## src/rtl/mdu_pkg.sv

```systemverilog
// Shared constants, op encodings and FSM states for the iterative multiply/divide unit.
package mdu_pkg;

  localparam int XLEN = 32;
  localparam int ITER = 32;

  localparam logic [2:0] OP_MULT  = 3'd0;
  localparam logic [2:0] OP_MULTU = 3'd1;
  localparam logic [2:0] OP_DIV   = 3'd2;
  localparam logic [2:0] OP_DIVU  = 3'd3;
  localparam logic [2:0] OP_MTHI  = 3'd4;
  localparam logic [2:0] OP_MTLO  = 3'd5;

  localparam logic [1:0] WEN_HI   = 2'b01;
  localparam logic [1:0] WEN_LO   = 2'b10;
  localparam logic [1:0] WEN_BOTH = 2'b11;

  typedef enum logic [1:0] {
    IDLE = 2'd0,
    RUN  = 2'd1,
    FIX  = 2'd2,
    DONE = 2'd3
  } state_e;

  function automatic logic is_signed_op(input logic [2:0] op);
    return (op == OP_MULT) || (op == OP_DIV);
  endfunction

endpackage

```

## src/rtl/mdu_iter_if.sv

```systemverilog
// Request/response bundle between issue logic and the multiply/divide unit.
interface mdu_iter_if;
  import mdu_pkg::*;

  logic            start;
  logic [2:0]      op;
  logic [XLEN-1:0] src_a;
  logic [XLEN-1:0] src_b;
  logic            flush;
  logic            busy;
  logic            done;
  logic [1:0]      wen_hiol;
  logic [2*XLEN-1:0] result;

  modport master (
    output start, op, src_a, src_b, flush,
    input  busy, done, wen_hiol, result
  );

  modport slave (
    input  start, op, src_a, src_b, flush,
    output busy, done, wen_hiol, result
  );

endinterface

```

## src/rtl/mdu_div_step.sv

```systemverilog
// One restoring-divide step: shift in the next dividend bit, subtract the divisor if it fits.
module mdu_div_step
  import mdu_pkg::*;
(
  input  logic [XLEN-1:0] rem_in,
  input  logic            next_bit,
  input  logic [XLEN-1:0] divisor,
  output logic [XLEN-1:0] rem_out,
  output logic            q_bit
);

  logic [XLEN:0] trial;
  logic [XLEN:0] diff;

  // rem_in < divisor always holds, so a successful subtract never sets the top bit
  always_comb begin
    trial   = {rem_in, next_bit};
    diff    = trial - {1'b0, divisor};
    q_bit   = ~diff[XLEN];
    rem_out = q_bit ? diff[XLEN-1:0] : trial[XLEN-1:0];
  end

endmodule

```

## src/rtl/mdu_iter.sv

```systemverilog
// Iterative MULT/MULTU/DIV/DIVU/MTHI/MTLO unit producing {hi,lo} plus per-half write enables.
// Define MDU_FAST_MUL_EN for a single-cycle registered multiply.
module mdu_iter
  import mdu_pkg::*;
(
  input  logic     clk,
  input  logic     rst_n,
  mdu_iter_if.slave bus
);

  localparam int CNT_W = $clog2(ITER);

  state_e              state_q, state_d;
  logic [CNT_W-1:0]    cnt_q;
  logic [2:0]          op_q;
  logic                sign_a_q, sign_b_q;
  logic [2*XLEN-1:0]   mcand_q, acc_q, result_q;
  logic [XLEN-1:0]     mplier_q;
  logic [1:0]          wen_q;

  logic                accept, neg_a, neg_b, is_div_op, is_div_q;
  logic [XLEN-1:0]     mag_a, mag_b, rem_next, quot, rem;
  logic                q_bit;
  logic [2*XLEN-1:0]   fast_res, fixed_res;
  logic [1:0]          fast_wen;

  assign accept    = bus.start && !bus.flush && (state_q == IDLE || state_q == DONE);
  assign is_div_op = (bus.op == OP_DIV) || (bus.op == OP_DIVU);
  assign is_div_q  = (op_q == OP_DIV) || (op_q == OP_DIVU);
  assign neg_a     = is_signed_op(bus.op) && bus.src_a[XLEN-1];
  assign neg_b     = is_signed_op(bus.op) && bus.src_b[XLEN-1];
  assign mag_a     = neg_a ? -bus.src_a : bus.src_a;
  assign mag_b     = neg_b ? -bus.src_b : bus.src_b;

  mdu_div_step u_div_step (
    .rem_in   (acc_q[2*XLEN-1:XLEN]),
    .next_bit (acc_q[XLEN-1]),
    .divisor  (mplier_q),
    .rem_out  (rem_next),
    .q_bit    (q_bit)
  );

`ifdef MDU_FAST_MUL_EN
  logic [2*XLEN-1:0] prod_s, prod_u;
  assign prod_s = $signed({{XLEN{bus.src_a[XLEN-1]}}, bus.src_a}) *
                  $signed({{XLEN{bus.src_b[XLEN-1]}}, bus.src_b});
  assign prod_u = {{XLEN{1'b0}}, bus.src_a} * {{XLEN{1'b0}}, bus.src_b};
`endif

  always_ff @(posedge clk) begin
    if (!rst_n) state_q <= IDLE;
    else        state_q <= state_d;
  end

  // Flush always wins; it is already folded into accept for the IDLE/DONE states
  always_comb begin
    state_d = state_q;
    case (state_q)
      IDLE, DONE: begin
        state_d = IDLE;
        if (accept) begin
          case (bus.op)
`ifdef MDU_FAST_MUL_EN
            OP_MULT, OP_MULTU: state_d = DONE;
`else
            OP_MULT, OP_MULTU: state_d = RUN;
`endif
            OP_DIV, OP_DIVU:   state_d = (bus.src_b == '0) ? DONE : RUN;
            OP_MTHI, OP_MTLO:  state_d = DONE;
            default:           state_d = IDLE;
          endcase
        end
      end
      RUN:     state_d = bus.flush ? IDLE : ((cnt_q == CNT_W'(ITER-1)) ? FIX : RUN);
      FIX:     state_d = bus.flush ? IDLE : DONE;
      default: state_d = IDLE;
    endcase
  end

  always_comb begin
    bus.busy     = (state_q == RUN) || (state_q == FIX);
    bus.done     = (state_q == DONE);
    bus.wen_hiol = (state_q == DONE) ? wen_q : 2'b00;
    bus.result   = result_q;
  end

  always_comb begin
    fast_res = '0;
    fast_wen = 2'b00;
    case (bus.op)
      OP_MTHI:         begin fast_res = {bus.src_a, bus.src_a}; fast_wen = WEN_HI;   end
      OP_MTLO:         begin fast_res = {bus.src_a, bus.src_a}; fast_wen = WEN_LO;   end
      OP_DIV, OP_DIVU: begin fast_res = {bus.src_a, {XLEN{1'b1}}}; fast_wen = WEN_BOTH; end
`ifdef MDU_FAST_MUL_EN
      OP_MULT:         begin fast_res = prod_s; fast_wen = WEN_BOTH; end
      OP_MULTU:        begin fast_res = prod_u; fast_wen = WEN_BOTH; end
`endif
      default:         ;
    endcase
  end

  // Signs were stripped at capture; restore them once the magnitude loop is finished
  always_comb begin
    quot = acc_q[XLEN-1:0];
    rem  = acc_q[2*XLEN-1:XLEN];
    if (is_div_q)
      fixed_res = {sign_a_q ? -rem : rem, (sign_a_q ^ sign_b_q) ? -quot : quot};
    else
      fixed_res = (sign_a_q ^ sign_b_q) ? -acc_q : acc_q;
  end

  // For divide acc holds {partial remainder, dividend shifting out / quotient shifting in}
  always_ff @(posedge clk) begin
    if (!rst_n) begin
      cnt_q    <= '0;
      op_q     <= '0;
      sign_a_q <= 1'b0;
      sign_b_q <= 1'b0;
      mcand_q  <= '0;
      mplier_q <= '0;
      acc_q    <= '0;
      result_q <= '0;
      wen_q    <= 2'b00;
    end else if (accept) begin
      op_q     <= bus.op;
      sign_a_q <= neg_a;
      sign_b_q <= neg_b;
      cnt_q    <= '0;
      mcand_q  <= {{XLEN{1'b0}}, mag_a};
      mplier_q <= mag_b;
      acc_q    <= is_div_op ? {{XLEN{1'b0}}, mag_a} : '0;
      if (state_d == DONE) begin
        result_q <= fast_res;
        wen_q    <= fast_wen;
      end
    end else if (state_q == RUN) begin
      cnt_q <= cnt_q + 1'b1;
      if (is_div_q) begin
        acc_q <= {rem_next, acc_q[XLEN-2:0], q_bit};
      end else begin
        if (mplier_q[0]) acc_q <= acc_q + mcand_q;
        mcand_q  <= mcand_q << 1;
        mplier_q <= mplier_q >> 1;
      end
    end else if (state_q == FIX && state_d == DONE) begin
      result_q <= fixed_res;
      wen_q    <= WEN_BOTH;
    end
  end

endmodule
```

## src/flat_wrapper.sv

```systemverilog
// flat-port wrapper written by rule: the top's interface ports become plain ports
module mdu_iter_flat import mdu_pkg::*;
  (clk, rst_n, bus_start, bus_op, bus_src_a, bus_src_b, bus_flush, bus_busy, bus_done, bus_wen_hiol, bus_result);
  mdu_iter_if bus_i ();
  input  logic clk;
  input  logic rst_n;
  input wire logic [$bits(bus_i.start)-1:0] bus_start;
  input wire logic [$bits(bus_i.op)-1:0] bus_op;
  input wire logic [$bits(bus_i.src_a)-1:0] bus_src_a;
  input wire logic [$bits(bus_i.src_b)-1:0] bus_src_b;
  input wire logic [$bits(bus_i.flush)-1:0] bus_flush;
  output wire logic [$bits(bus_i.busy)-1:0] bus_busy;
  output wire logic [$bits(bus_i.done)-1:0] bus_done;
  output wire logic [$bits(bus_i.wen_hiol)-1:0] bus_wen_hiol;
  output wire logic [$bits(bus_i.result)-1:0] bus_result;
  assign bus_i.start = bus_start;
  assign bus_i.op = bus_op;
  assign bus_i.src_a = bus_src_a;
  assign bus_i.src_b = bus_src_b;
  assign bus_i.flush = bus_flush;
  assign bus_busy = bus_i.busy;
  assign bus_done = bus_i.done;
  assign bus_wen_hiol = bus_i.wen_hiol;
  assign bus_result = bus_i.result;
  mdu_iter u_core (.clk(clk), .rst_n(rst_n), .bus(bus_i));
endmodule
```

## config.mk

```make
export PLATFORM = sky130hd
export DESIGN_NAME = mdu_iter_flat
export DESIGN_NICKNAME = d
export VERILOG_FILES = /design/src/rtl/mdu_pkg.sv /design/src/rtl/mdu_iter_if.sv /design/src/rtl/mdu_div_step.sv /design/src/rtl/mdu_iter.sv /design/src/flat_wrapper.sv
export SDC_FILE = /design/constraint.sdc
export NUM_CORES = 1
export LEC_CHECK = 0
export CAP_MARGIN = 30
export CELL_PAD_IN_SITES_DETAIL_PLACEMENT = 0
export CELL_PAD_IN_SITES_GLOBAL_PLACEMENT = 1
export CORE_MARGIN = 2
export CORE_UTILIZATION = 40
export CTS_CLUSTER_DIAMETER = 150
export CTS_CLUSTER_SIZE = 8
export DETAILED_ROUTE_END_ITERATION = 8
export GPL_ROUTABILITY_DRIVEN = 0
export PLACE_DENSITY = 0.73
export SLEW_MARGIN = 20
export SYNTH_ARGS = -nofsm -noshare
export SYNTH_HDL_FRONTEND = slang
export SYNTH_SLANG_ARGS = --single-unit
```

## constraint.sdc

```tcl
create_clock -name clk -period 4.66 [get_ports clk]
set_input_delay 0.699 -clock clk [delete_from_list [all_inputs] [get_ports clk]]
set_output_delay 0.699 -clock clk [all_outputs]
set_load 0.02 [all_outputs]
```

* After elaboration in Yosys (flattened, before gate mapping)
Index checks and enable logic that the tools add are counted.
** Word-level totals
- Register bits :: 238
- Word-level logic and storage cells :: 100
- Input bits :: 71
** Operators by class
- Bitwise gates (word level) :: 4
- Add/subtract/negate cells :: 8
- Reduce and logical (&&, ||, !) cells :: 26
- Eq/ne operators :: 15
- Mux-type cells :: 36
** Operators with widths (count)
- 2-to-1 mux 64 bit :: 10
- 2-to-1 mux 32 bit :: 12
- negation 32 bit :: 4
- one-hot mux 64 bit (2 select lines) :: 1
- adder 64 bit :: 1
- negation 64 bit :: 1
- subtractor 33 x 32 -> 33 bit :: 1
- zero test 32 bit :: 1
- 2-to-1 mux 2 bit :: 10
- one-hot mux 2 bit (3 select lines) :: 3
- equality test 3 x 2 -> 1 bit (second input constant) :: 4
- OR reduction 2 bit :: 5
- equality test 2 bit (second input constant) :: 3
- equality test 3 bit (second input constant) :: 2
- AND reduction 2 bit :: 3
- adder 5 x 1 -> 5 bit (second input constant) :: 1
- equality test 5 bit (second input constant) :: 1
- logical AND 1 bit :: 5
- logical OR 1 bit :: 5
- != test 2 x 1 -> 1 bit (second input constant) :: 2
- nonzero test 2 bit :: 2
- equality test 3 x 1 -> 1 bit (second input constant) :: 1
- zero test 3 bit :: 1
- NOT 1 bit :: 3
- other kinds (7) :: 7

* Logic depth before layout (Yosys ltp)
- Word-level depth :: 10
- Mapped depth :: 16
- Gate-level depth less buffers :: 13

* Cells and area by module
A second synthesis with hierarchy kept.
** Second synthesis, totals
- Cells, all modules :: 2644
- Area, all modules :: 19626.3 um^2
** By module, submodules not included
- mdu_iter :: times used 1, area an instance 17267.8 um^2, cells an instance 2339
- mdu_div_step :: times used 1, area an instance 2358.5 um^2, cells an instance 305

* Least setup slack after synthesis
Ideal clock, no wire load.
- Path kind :: flip-flop to flip-flop
- From :: register u_core.acc_q[32]
- To :: register u_core.acc_q[43]
- Path slack :: 0.957 ns
- Required time :: 4.531 ns
- Library setup time :: 0.129 ns
- Cell stages (with the launch flop) :: 16
- Data arrival time :: 3.574 ns
- Path through :: dfxtp_1 -> inv_1 -> fa_1 -> nand2b_1 -> a211oi_1 -> o21ai_0 -> a21oi_1 -> a31oi_1 -> a221o_1 -> or2_2 -> clkbuf_1 -> buf_2 -> buf_2 -> a21oi_1 -> a2bb2oi_1 -> o21ai_0
** On the way
- Longest elaborated chain between the ends :: 5
** Ends and longest elaborated chain
- start, declared :: RTL line mdu_iter.sv:17 : logic [2*XLEN-1:0] mcand_q, acc_q, result_q;
- start signal, assigned :: RTL line mdu_iter.sv:131 : acc_q <= is_div_op ? {{XLEN{1'b0}}, mag_a} : '0;
- start signal, assigned :: RTL line mdu_iter.sv:139 : acc_q <= {rem_next, acc_q[XLEN-2:0], q_bit};
- start signal, assigned :: RTL line mdu_iter.sv:141 : if (mplier_q[0]) acc_q <= acc_q + mcand_q;
- adder 64 bit or subtractor 33 x 32 -> 33 bit (tied branches) :: RTL line mdu_iter.sv:141, mdu_div_step.sv:18
- 2-to-1 mux 64 bit or 2-to-1 mux 32 bit (tied branches) :: RTL line mdu_iter.sv:141, mdu_div_step.sv:20
- 2-to-1 mux 64 bit (*) :: RTL line mdu_iter.sv:138 : if (is_div_q) begin
- 2-to-1 mux 64 bit (*) :: RTL line mdu_iter.sv:136 : end else if (state_q == RUN) begin
- 2-to-1 mux 64 bit (*) :: RTL line mdu_iter.sv:124 : end else if (accept) begin
Every way passes the cells marked *; elsewhere a longest branch is shown, timed or not. The select of a mux whose other input is x is not followed.
A chain may end at the register's enable or synchronous reset.

* Worst setup path after layout
- From :: register u_core.acc_q[31]
- To :: register u_core.acc_q[62]
Same word-level chain as after synthesis.

==> results.cfg <==
[route]
routed_wl_mm = 74.0
wl_per_cell_um = 22.7
dr_total_vias = 19826
postRouteAntennaNets = 0
dr.pass1.iters = 7
drt_iter0_drc = 1587
viasPerCell = 6.10
route.detailed.drc = 0

[yosys]
ys_types = 79
yosysWarnings = 0
synth_top_family_by_area = compound AO/OA/AOI/OAI gates
yosysSeqAreaShare_pct = 24.9
async_flop_share_pct = 0
synth_ff_type = dfxtp_1
synth_fa_ha_area_share_pct = 7.04
syn_nets = 2726
syn_area_per_cell_um2 = 7.48
ys_seq_elements = 237
muxShareOfSynthArea_pct = 1.25
synth_compound_area_share_pct = 31.4
yosys.area_share.simple_pct = 21.3
synth_enable_flop_cells = 0
synth_xor_area_share_pct = 9.19
syn_area_mm2 = 0.0191
synthCells = 2549

[clock_tree]
insertion_delay_ps = 570
ctsHoldBuffers = 0
cts_buffers = 35
cts.sinks = 237
cts_setup_buffers = 0
ctsResizeCount = 0
root_buffer = clkbuf_16
clkSlewWorstSetupHoldPaths_ps = 60
tritoncts = done
htree_levels = 2
clk_path_buf_depth = 3

[timing]
setup_tns_ps = 0
min_period_ps = 4330
finalSetupViolCount = 0
min_period_over_period_pct = 93.0
skew_ps = 34.0
relSlewSlack_pct = 35.9
rsz0062_at_grt = no
hold_violations = 0
max_freq_mhz = 231
worst_pin_slew_ps = 956
report.final.slew_viol_count = 0

[placement]
dp_hpwl_mm = 56.3
numPortBuffers = 138

[layout]
drive_gt1_share_pct = 7.45
diodes = 0
layout.nets = 2820
layout_commonest_cell = nand2_1
layout_common_cells = nand2_1 (328), a21oi_1 (271), dfxtp_1 (237)
area_delta_synth_final_pct = 16.5

[floorplanning]
rows = 79
die_x_um = 222
die_area_mm2 = 0.0494
core_area_mm2 = 0.0468
start_util_pct = 40.8
num_io_pins = 139
fp.dieH_um = 222

[global_routing]
grt.total_usage_pct = 29.2
grt_pass1_wl_mm = 113
grt_max_degree = 159
grt_remaining_overflow = 0
antenna_found_initial = 0
grt_pass1_vias = 18635

[worst_setup_path]
crit_path_frequent_cell = o21ai_0
path_delay_family = compound AO/OA/AOI/OAI gates
cp_max_fo = 17
max_stage_delay_ps = 460
critPathBufInv = 2
end_kind = flip-flop
cp.arrival_ps = 4770
setup.worst_path.class = reg -> reg
worstPathRequired_ps = 5090
startpoint_type = flip-flop
slowest_stage = or2_2
path_cells = inv_1, ha_1, fa_1, nand2b_1, a211oi_1, o21ai_0, a21oi_1, a31oi_1, a221o_1, or2_2, buf_4, mux2i_1, o21ai_0, a211o_1

[pwr]
p_total_uw = 5860
power.density_mw_per_mm2 = 264
leakagePower_uw = 0.00936
peakVddDrop_v = 0.000240

[job]
drv_cap = 0

[min_path]
hp-class = in -> reg

[outcome]
status = finished clean
## flip-flops by register name (all words and copies together) (netlist names)
name	count
u_core.state_q	2
u_core.cnt_q	5
u_core.sign_a_q	1
u_core.mcand_q	64
u_core.sign_b_q	1
u_core.mplier_q	32
u_core.wen_q	2
u_core.op_q	2
u_core.acc_q	64
u_core.bus.result	64
## worst register-to-register path: stages (launching register included)
cell and delay [ps]:
dfxtp_1 440, inv_1 110, ha_1 240, fa_1 400, nand2b_1 190, a211oi_1 420
o21ai_0 260, a21oi_1 310, a31oi_1 220, a221o_1 350, or2_2 460, buf_4 260
mux2i_1 160, o21ai_0 100, a211o_1 300
## cell usage after synthesis, types with 12 or more instances
| cell type | instances | share of area [%] |
|---|---|---|
| nand4_1 | 24 | 0.79 |
| nand3_1 | 73 | 1.9 |
| o31ai_1 | 27 | 1.1 |
| nor3_1 | 47 | 1.2 |
| xor2_1 | 105 | 4.8 |
| a22oi_1 | 26 | 1.0 |
| a31oi_1 | 23 | 0.75 |
| nor3b_1 | 14 | 0.55 |
| o21ai_0 | 166 | 4.4 |
| nor2_1 | 172 | 3.4 |
| or3_1 | 19 | 0.62 |
| buf_2 | 12 | 0.32 |
| or4_1 | 12 | 0.47 |
| nor2b_1 | 51 | 1.7 |
| ha_1 | 104 | 6.8 |
| o211a_1 | 57 | 3.0 |
| a221oi_2 | 18 | 1.4 |
| nor4_1 | 17 | 0.56 |
| mux2i_1 | 16 | 0.84 |
| a211oi_1 | 82 | 3.2 |
| a221oi_1 | 16 | 0.74 |
| clkbuf_1 | 147 | 2.9 |
| dfxtp_1 | 237 | 25 |
| and2_1 | 18 | 0.59 |
| o21a_1 | 13 | 0.51 |
| o211ai_1 | 43 | 1.7 |
| nand2b_1 | 15 | 0.49 |
| xnor2_1 | 95 | 4.4 |
| nand2_1 | 329 | 6.5 |
| a21oi_1 | 272 | 7.1 |
| a21o_1 | 50 | 2.0 |
| inv_1 | 69 | 1.4 |
| and3_1 | 28 | 0.92 |
## through the flow
step	hold slack [ps]	utilization (%)	cells	worst slack, ps	instance area [um2]
5_1_grt	455	47.5	3251	45.3	22200
2_1_floorplan	448	-	2549	957	19100
3_3_place_gp	465	45.4	3208	373	21200
4_1_cts	434	47.4	3250	365	22200
6_report	455	47.5	3251	327	22200
3_5_place_dp	468	45.5	3212	288	21300
## path summary, 6_finish.rpt
check                           from  cells past startpoint            endpoint  slack, ps
hold / removal                 rst_n                      2  u_core.mplier_q[0]        460
hold reg to reg   u_core.mcand_q[58]                      2  u_core.mcand_q[58]        470
setup / recovery    u_core.acc_q[31]                     14    u_core.acc_q[62]        330
setup reg to reg    u_core.acc_q[31]                     14    u_core.acc_q[62]        330
## layer usage
layer / global-route usage [%] / routed length [um] / vias up
met3: 3.65 / 3750 / 153
met4: 14.0 / 3560 / 0
met5: 0 / 0 / -
li1: - / - / 9501
met1: 36.1 / 31000 / 9511
met2: 50.1 / 35700 / 661
## cell type report
type,instances,area [um2]
Clock buffer,35,876
Clock inverter,3,33.8
Fill cell,4719,24600
Inverter,69,259
Multi-Input combinational cell,2070,13400
Sequential cell,237,4740
Tap cell,607,759
Timing Repair Buffer,230,2120
## where the power goes
| part | total (uW) | internal [uW] | switching [uW] |
|---|---|---|---|
| clock | 2330 | 1330 | 1000 |
| combinational | 1320 | 492 | 823 |
| sequential | 2210 | 2110 | 96.8 |
## kinds of logic after synthesis
logic type | count (synthesis)
xor gates and xnor gates | 200
AOI/OAI and AO/OA | 889
buffers and inverters | 242
muxes | 23
DFF | 237
adders and majority gates | 106
and+or+nand+nor | 852
Note: power is estimated with default switching activity, not from simulation.
